==> config.mk <==
export PLATFORM = sky130hd
export DESIGN_NAME = udp_tx_sched_flat
export DESIGN_NICKNAME = d
export VERILOG_FILES = /design/src/rtl/udp_tx_sched_if.sv /design/src/rtl/udp_tx_sched.sv /design/src/flat_wrapper.sv
export SDC_FILE = /design/constraint.sdc
export NUM_CORES = 1
export LEC_CHECK = 0
export ABC_AREA = 1
export CORE_MARGIN = 3
export CORE_UTILIZATION = 58
export DETAILED_ROUTE_END_ITERATION = 6
export PLACE_DENSITY = 0.9
export RECOVER_POWER = 50
export SETUP_SLACK_MARGIN = 0.05
export SYNTH_ARGS = -nofsm -noshare
export SYNTH_HDL_FRONTEND = slang
export SYNTH_SLANG_ARGS = --single-unit
==> constraint.sdc <==
create_clock -name clk -period 4.1 [get_ports clk]
set_input_delay 0.82 -clock clk [delete_from_list [all_inputs] [get_ports clk]]
set_output_delay 0.82 -clock clk [all_outputs]
set_load 0.01 [all_outputs]
==> src/rtl/udp_tx_sched_if.sv <==
// Bundle between the transmit scheduler (master) and its requesters,
// FIFO writer and MAC transmit controls (slave).
interface udp_tx_sched_if;
    // req_*/done_*: a level request is held until its one-cycle done pulse.
    // fs_*/fd_*: fs is held until fd is sampled high, then fs drops, and
    // the stage only ends once fd has returned low.
    logic        req_data;
    logic        req_ack;
    logic        done_data;
    logic        done_ack;
    logic        fs_fw;
    logic        fd_fw;
    logic        fs_udp_tx;
    logic        fd_udp_tx;
    logic [15:0] tx_len;
    logic [7:0]  fifo_part;
    logic        busy;
    logic        err;
    logic [7:0]  err_cnt;

    modport master (
        input  req_data, req_ack, fd_fw, fd_udp_tx,
        output done_data, done_ack, fs_fw, fs_udp_tx, tx_len, fifo_part,
               busy, err, err_cnt
    );

    modport slave (
        output req_data, req_ack, fd_fw, fd_udp_tx,
        input  done_data, done_ack, fs_fw, fs_udp_tx, tx_len, fifo_part,
               busy, err, err_cnt
    );
endinterface

==> src/rtl/udp_tx_sched.sv <==
// Transmit scheduler: round-robin between data and ack frame requests, then
// runs FIFO fill followed by MAC send, with timeout recovery and a frame gap.
module udp_tx_sched #(
    parameter logic [15:0] DATA_LEN   = 16'h0020,
    parameter logic [15:0] ACK_LEN    = 16'h0008,
    parameter logic [15:0] TIMEOUT    = 16'd50000,
    parameter logic [7:0]  GAP_CYCLES = 8'd8
) (
    input  logic              clk,
    input  logic              rst,
    udp_tx_sched_if.master    bus,
    output logic [2:0]        dbg_state
);

    typedef enum logic [2:0] {
        S_IDLE = 3'd0,
        S_FILL = 3'd1,
        S_FLDN = 3'd2,
        S_SEND = 3'd3,
        S_SDDN = 3'd4,
        S_GAP  = 3'd5,
        S_ERR  = 3'd6
    } state_t;

    state_t      state, state_nx;
    logic [15:0] timer;
    logic [7:0]  gap_cnt;
    logic [6:0]  data_seq, ack_seq;
    logic        last_ack;
    logic        cur_ack;

    logic        grant, gnt_ack, timer_hit, gap_done;
    logic        fs_fw_d, fs_udp_tx_d, busy_d;
    logic        done_data_d, done_ack_d, err_entry;

    assign dbg_state = state;

    // Both pending: the kind not granted last wins; last_ack resets to 0 so ack goes first.
    assign grant     = (state == S_IDLE) && (bus.req_data || bus.req_ack);
    assign gnt_ack   = bus.req_ack && (!bus.req_data || !last_ack);
    assign timer_hit = (timer == TIMEOUT - 16'd1);
    assign gap_done  = (({1'b0, gap_cnt} + 9'd1) >= {1'b0, GAP_CYCLES});

    always_ff @(posedge clk) begin
        if (rst) state <= S_IDLE;
        else     state <= state_nx;
    end

    always_comb begin
        state_nx = state;
        case (state)
            S_IDLE: if (bus.req_data || bus.req_ack) state_nx = S_FILL;
            S_FILL: begin
                if (bus.fd_fw)       state_nx = S_FLDN;
                else if (timer_hit)  state_nx = S_ERR;
            end
            S_FLDN: if (!bus.fd_fw) state_nx = S_SEND;
            S_SEND: begin
                if (bus.fd_udp_tx)   state_nx = S_SDDN;
                else if (timer_hit)  state_nx = S_ERR;
            end
            S_SDDN: if (!bus.fd_udp_tx) state_nx = S_GAP;
            S_GAP:  if (gap_done) state_nx = S_IDLE;
            S_ERR:  if (!bus.fd_fw && !bus.fd_udp_tx) state_nx = S_GAP;
            default: state_nx = S_IDLE;
        endcase
    end

    // Outputs are decoded from the next state so the registered copies line up with it.
    always_comb begin
        fs_fw_d     = (state_nx == S_FILL);
        fs_udp_tx_d = (state_nx == S_SEND);
        busy_d      = (state_nx != S_IDLE);
        done_data_d = (state == S_SDDN) && (state_nx == S_GAP) && !cur_ack;
        done_ack_d  = (state == S_SDDN) && (state_nx == S_GAP) && cur_ack;
        err_entry   = (state_nx == S_ERR) && (state != S_ERR);
    end

    always_ff @(posedge clk) begin
        if (rst) begin
            bus.fs_fw     <= 1'b0;
            bus.fs_udp_tx <= 1'b0;
            bus.busy      <= 1'b0;
            bus.done_data <= 1'b0;
            bus.done_ack  <= 1'b0;
            bus.tx_len    <= 16'h0000;
            bus.fifo_part <= 8'h00;
            bus.err       <= 1'b0;
            bus.err_cnt   <= 8'h00;
            timer         <= 16'h0000;
            gap_cnt       <= 8'h00;
            data_seq      <= 7'd0;
            ack_seq       <= 7'd0;
            last_ack      <= 1'b0;
            cur_ack       <= 1'b0;
        end else begin
            bus.fs_fw     <= fs_fw_d;
            bus.fs_udp_tx <= fs_udp_tx_d;
            bus.busy      <= busy_d;
            bus.done_data <= done_data_d;
            bus.done_ack  <= done_ack_d;

            // Descriptors are frozen from grant until the next grant.
            if (grant) begin
                cur_ack       <= gnt_ack;
                last_ack      <= gnt_ack;
                bus.tx_len    <= gnt_ack ? ACK_LEN : DATA_LEN;
                bus.fifo_part <= gnt_ack ? {1'b1, ack_seq} : {1'b0, data_seq};
            end

            if ((state_nx == S_FILL && state != S_FILL) ||
                (state_nx == S_SEND && state != S_SEND))
                timer <= 16'h0000;
            else if (state == S_FILL || state == S_SEND)
                timer <= timer + 16'd1;

            if (state != S_GAP) gap_cnt <= 8'h00;
            else                gap_cnt <= gap_cnt + 8'd1;

            if (done_data_d) data_seq <= data_seq + 7'd1;
            if (done_ack_d)  ack_seq  <= ack_seq + 7'd1;

            if (err_entry) begin
                bus.err <= 1'b1;
                if (bus.err_cnt != 8'hFF) bus.err_cnt <= bus.err_cnt + 8'd1;
            end
        end
    end

endmodule

==> src/flat_wrapper.sv <==
// flat-port wrapper written by rule: the top's interface ports become plain ports
module udp_tx_sched_flat 
#(
    parameter logic [15:0] DATA_LEN   = 16'h0020,
    parameter logic [15:0] ACK_LEN    = 16'h0008,
    parameter logic [15:0] TIMEOUT    = 16'd50000,
    parameter logic [7:0]  GAP_CYCLES = 8'd8
)
  (clk, rst, dbg_state, bus_req_data, bus_req_ack, bus_fd_fw, bus_fd_udp_tx, bus_done_data, bus_done_ack, bus_fs_fw, bus_fs_udp_tx, bus_tx_len, bus_fifo_part, bus_busy, bus_err, bus_err_cnt);
  udp_tx_sched_if bus_i ();
  input  logic clk;
  input  logic rst;
  output logic [2:0] dbg_state;
  input wire logic [$bits(bus_i.req_data)-1:0] bus_req_data;
  input wire logic [$bits(bus_i.req_ack)-1:0] bus_req_ack;
  input wire logic [$bits(bus_i.fd_fw)-1:0] bus_fd_fw;
  input wire logic [$bits(bus_i.fd_udp_tx)-1:0] bus_fd_udp_tx;
  output wire logic [$bits(bus_i.done_data)-1:0] bus_done_data;
  output wire logic [$bits(bus_i.done_ack)-1:0] bus_done_ack;
  output wire logic [$bits(bus_i.fs_fw)-1:0] bus_fs_fw;
  output wire logic [$bits(bus_i.fs_udp_tx)-1:0] bus_fs_udp_tx;
  output wire logic [$bits(bus_i.tx_len)-1:0] bus_tx_len;
  output wire logic [$bits(bus_i.fifo_part)-1:0] bus_fifo_part;
  output wire logic [$bits(bus_i.busy)-1:0] bus_busy;
  output wire logic [$bits(bus_i.err)-1:0] bus_err;
  output wire logic [$bits(bus_i.err_cnt)-1:0] bus_err_cnt;
  assign bus_i.req_data = bus_req_data;
  assign bus_i.req_ack = bus_req_ack;
  assign bus_i.fd_fw = bus_fd_fw;
  assign bus_i.fd_udp_tx = bus_fd_udp_tx;
  assign bus_done_data = bus_i.done_data;
  assign bus_done_ack = bus_i.done_ack;
  assign bus_fs_fw = bus_i.fs_fw;
  assign bus_fs_udp_tx = bus_i.fs_udp_tx;
  assign bus_tx_len = bus_i.tx_len;
  assign bus_fifo_part = bus_i.fifo_part;
  assign bus_busy = bus_i.busy;
  assign bus_err = bus_i.err;
  assign bus_err_cnt = bus_i.err_cnt;
  udp_tx_sched #(.DATA_LEN(DATA_LEN), .ACK_LEN(ACK_LEN), .TIMEOUT(TIMEOUT), .GAP_CYCLES(GAP_CYCLES)) u_core (.clk(clk), .rst(rst), .bus(bus_i), .dbg_state(dbg_state));
endmodule
# Word level (Yosys, flattened, before mapping)
# Cells that the tools add are included.
word_totals:
  register_bits: 80
  inputBits: 6
  out_inout_bits: 41
  elab_cells: 71
classes:
  addsub: 6
  order_cmp: 1
  n_eq_ne: 16
  muxes: 11
  reduce_logical: 22
ops:
  columns: ["op", "count"]
  rows:
  - ["$mux 3", 8]
  - ["$pmux 3 s7", 1]
  - ["$add 16x1->16 const B", 1]
  - ["$add 8x1->8 const B", 2]
  - ["$eq 16x16->1 const B", 1]
  - ["$eq 3x3->1 const B", 5]
  - ["$add 7x1->7 const B", 2]
  - ["$add 8x1->9 const B", 1]
  - ["$eq 3x2->1 const B", 3]
  - ["$ge 9x4->1 const B", 1]
  - ["$logic_and 1x1->1", 9]
  - ["$mux 8", 1]
  - ["$ne 8x8->1 const B", 1]
  - ["$eq 3x1->1 const B", 2]
  - ["$mux 6", 1]
  - ["$ne 3x3->1 const B", 2]
  - ["$logic_not 1->1", 4]
  - ["$logic_or 1x1->1", 4]
  - ["$reduce_or 2->1", 2]
  - ["$logic_not 3->1", 1]
  - ["$ne 3x1->1 const B", 1]
  - ["$ne 3x2->1 const B", 1]
  - ["$reduce_bool 3->1", 1]
  - ["$reduce_and 2->1", 1]

# Longest topological paths before layout
logic_depth:
  depth_word: 8
  ltp_mapped: 13
  depth_no_buf: 13

# Least setup slack after synthesis
# No wires, ideal clock.
synth_timing:
  path_kind: "input to register"
  startpoint: "input bus_req_ack"
  endpoint: "register u_core.bus.err_cnt[7] (netlist name)"
  arrival_time_ns: 1.791
  required_time_ns: 3.968
  path_slack_ns: 2.177
  stages: 11
  n_path_buf: 0
  cell_sequence: "or2_2 -> nand3_1 -> nand2_1 -> nor2_1 -> nand2_1 -> inv_1 -> nand3_1 -> nor2_1 -> nand3_1 -> nand2_1 -> a21oi_1"
synth_via:
  elab_chain_len: 6
synth_rtl:
  columns: ["item", "line", "text"]
  rows:
  - ["from (decl)", "flat_wrapper.sv:15", "input wire logic [$bits(bus_i.req_ack)-1:0] bus_req_ack;"]
  - ["$logic_or 1x1->1", "udp_tx_sched.sv:52", "S_IDLE: if (bus.req_data || bus.req_ack) state_nx = S_FILL;"]
  - ["$mux 3", "udp_tx_sched.sv:52", null]
  - ["$pmux 3 s7", "udp_tx_sched.sv:51", "case (state)"]
  - ["$eq 3x3->1", "udp_tx_sched.sv:76", "err_entry = (state_nx == S_ERR) && (state != S_ERR);"]
  - ["$logic_and 1x1->1", "udp_tx_sched.sv:76", null]
  - ["$reduce_and 2->1 (no line)", null, null]
  - ["to (signal assigned)", "udp_tx_sched.sv:125", "if (bus.err_cnt != 8'hFF) bus.err_cnt <= bus.err_cnt + 8'd1;"]
  - ["to (decl)", "udp_tx_sched_if.sv:24", "busy, err, err_cnt"]
# Every way passes these cells.
# A chain may end at the register's enable or synchronous reset.

# Worst setup path after layout
layout_timing:
  startpoint: "input rst"
  endpoint: "register u_core.timer[5]"
layout_via:
  elab_chain_len: 1
layout_rtl:
  columns: ["item", "line", "text"]
  rows:
  - ["from (decl)", "flat_wrapper.sv:12", "input logic rst;"]
  - ["$reduce_or 2->1 (no line)", null, null]
  - ["to (signal assigned)", "udp_tx_sched.sv:115", "timer <= timer + 16'd1;"]
  - ["to (decl)", "udp_tx_sched.sv:26", "logic [15:0] timer;"]
# Every way passes these cells.

==> impl_metrics.tcl <==
set metrics [dict create \
    die-area_sq_mm 0.00638 \
    clkSinkCount 64 \
    postSynthCellCount 452 \
    via_per_inst 5.26 \
    synth.avg_cell_area_sq_um 7.00 \
    syn_area_sq_mm 0.00317 \
    grt_overflow_total 0 \
    worstSetupPathType "input pin to flip-flop" \
    synth_seq_cells 64 \
    cts_tree "built" \
    design_area_sq_mm 0.00364 \
    grt_pass1_wl_um 11500 \
    cp-end-kind "flip-flop" \
    setup_viol 0 \
    netSwitchingPower_uw 381 \
    slew_violations 0 \
    drc 0 \
    place_area_sq_mm 0.00349 \
    start_kind "input pin" \
    seq_power_share 0.496 \
    required_ps 4300 \
    fin_setup_tns_ps 0 \
    hold_class "flip-flop to flip-flop" \
    rows 26 \
    power_density_mw_per_mm2 369 \
    fin_crit_ps 3190 \
    dp.cells 546 \
    crit_path_max_fanout 23 \
    nets 499 \
    die_w_um 79.9 \
    layout-drive-gt1-share 0.0550 \
    avgRoutedWirePerCell_um 12.3 \
    cap_violations 0 \
    antenna_found_initial 0 \
    skew_ps 5.24 \
    p_int_uw 962 \
    switching_share 0.284 \
    clockPowerShare 0.354 \
    wirelength_um 6910 \
    netlist-cell-type-count 36 \
    syn2layout_area_growth_pct 15.1 \
    p_leak_uw 0.00146 \
    ctsHoldBuffers 0 \
    grt.total_usage 0.231 \
    io_buffers 32 \
    cts_setup_buffers 0 \
    ios 47 \
    seq_area_frac_synth 0.405 \
    cts.clk_slew.worst_paths_ps 70 \
    grt_max_degree 24 \
    fillers 443 \
    first_global_vias 2710 \
    worstPathArrival_ps 3390 \
    min_to "u_core.data_seq[6]" \
    comb_power_share 0.150 \
    timing.rr.end "u_core.bus.err_cnt[2]" \
    fin_crit_sh 0.778 \
    setup_ws_ps 910 \
    diodes 0 \
    hp-start "u_core.data_seq[6]" \
    dpl.hpwl_um 5030 \
    first_pass_iters 5 \
    gp_congestion 0.815 \
    start_util 0.608 \
    hold_depth 1 \
    timing.rr.start "u_core.timer[0]" \
    rsz0062_at_grt "no" \
    drt_iter0_drc 157 \
    hold_viol_final 0 \
    outcome "finished, final reports clean" \
    htree_num_levels 3 \
    worst_pin_slew_ps 985 \
    instances_no_fill 561 \
    slew_headroom 0.343 \
    num_vias 2953 \
    yosys_warnings 0 \
    rr_worst_depth 12 \
    holdWs_ps 455 \
    clock_path_buffers 2 \
    rrSetupSlack_ps 1780 \
    fmax_mhz 313 \
    ir_drop_uv 266 \
    cts_inserted_buffers 9 \
    cts-resized-gates 0 \
    ant_nets 0 \
    clock_latency_ps 340 \
    core_area_sq_mm 0.00520 \
    die_h_um 79.9 \
    pre_cts_slack_ps 1130 \
    root_buffer "clkbuf_8" \
]
[cell type report]
class / count / area [sq um] / share of cell area
well taps: 70 / 87.6 / 0.0240
flip-flops and latches: 64 / 1280 / 0.352
multi-input cells: 331 / 1600 / 0.440
clock buffers: 15 / 166 / 0.0457
repair buffers: 33 / 324 / 0.0889
inverters: 48 / 181 / 0.0498
[metal layers]
layer | wire, um | GRT usage
met5 | 0 | 0
met4 | 209 | 0.147
met2 | 3350 | 0.381
met3 | 340 | 0.0384
met1 | 3010 | 0.276
[synth_stat cells]
| cell | instances | area, sq um |
|---|---|---|
| nor3b_1 | 2 | 15.0 |
| nor2_2 | 3 | 18.8 |
| inv_2 | 3 | 11.3 |
| buf_2 | 1 | 5.00 |
| o211ai_1 | 1 | 7.51 |
| a21boi_2 | 1 | 11.3 |
| dfxtp_1 | 64 | 1280 |
| nand4_1 | 6 | 37.5 |
| xnor2_1 | 5 | 43.8 |
| a31oi_1 | 10 | 62.6 |
| ha_1 | 6 | 75.1 |
| clkbuf_1 | 5 | 18.8 |
| nor3_1 | 13 | 65.1 |
| inv_1 | 44 | 165 |
| nor2_1 | 87 | 327 |
| o21ai_1 | 2 | 10.0 |
| o21ai_0 | 15 | 75.1 |
| a21o_1 | 1 | 7.51 |
| conb_1 | 1 | 3.75 |
| nor3_2 | 3 | 30.0 |
| clkinv_2 | 1 | 5.00 |
| nand3b_1 | 1 | 7.51 |
| nor4_1 | 2 | 12.5 |
| o21bai_2 | 1 | 11.3 |
| nand3_2 | 1 | 10.0 |
| and3_1 | 1 | 6.26 |
| a211oi_1 | 2 | 15.0 |
| buf_4 | 16 | 120 |
| xor2_1 | 10 | 87.6 |
| nand2_1 | 95 | 357 |
| nand3_1 | 25 | 125 |
| or2_2 | 1 | 6.26 |
| nand3_4 | 1 | 17.5 |
| a21oi_1 | 19 | 95.1 |
| nand2_2 | 2 | 12.5 |
| o22ai_1 | 1 | 6.26 |
[critical path, stage by stage]
cell and delay, ps:
dlygate4sd3_1 520, clkbuf_1 730, inv_1 580, nand3_1 610, nor3_1 120
[worst max path at each step]
stage,to,depth (start not counted),start,slack (ps)
3_3_place_gp,u_core.timer[2],5,bus_req_ack,1260
2_1_floorplan,u_core.bus.err_cnt[7],11,bus_req_ack,2180
6_report,u_core.timer[5],5,rst,910
3_5_place_dp,u_core.timer[5],5,rst,1130
4_1_cts,u_core.timer[5],5,rst,1480
5_1_grt,u_core.timer[5],5,rst,650
[cells in the final DEF, fill, tap and decap left out, types with 6 or more instances in the layout]
cell,Yosys,final
clkbuf_8,0,11
conb_1,1,14
a31oi_1,10,10
ha_1,6,6
nand4_1,6,6
dfxtp_1,64,64
inv_1,44,44
xor2_1,10,10
nor3_1,13,13
nor2_1,87,87
nand2_1,95,95
o21ai_0,15,15
nand3_1,25,25
a21oi_1,19,19
dlygate4sd3_1,0,27
[cells by family after synthesis]
kind of cell               after synthesis  share of synthesized area
DFF                                     64                      0.405
xor gates and xnor gates                15                     0.0415
adders and majority gates                6                     0.0237
AOI/OAI and AO/OA                       53                     0.0953
other                                    1                    0.00118
buffers and inverters                   70                      0.103
and+or+nand+nor                        243                      0.331
[stage by stage]
step | utilization | total power, uW
4_1_cts | 0.702 | 1360
5_1_grt | 0.700 | 1400
3_3_place_gp | 0.670 | 878
3_5_place_dp | 0.670 | 886
2_1_floorplan | - | 821
6_report | 0.700 | 1340
[power groups by stage]
stage	logic [uW]	registers, uW	clock network, uW
detailed placement	206	680	0
CTS	210	666	486
global route	222	668	510
floorplan	139	683	0
finish	201	666	476
global placement	199	679	0
[flip-flops by register name (all words and copies together) (netlist names), 2 cells and up]
signal,flops
u_core.ack_seq,7
u_core.bus.tx_len,2
u_core.gap_cnt,8
u_core.timer,16
u_core.bus.fifo_part,7
u_core.dbg_state,3
u_core.data_seq,7
u_core.bus.err_cnt,8
No activity file was read; power rests on OpenSTA's default activity.
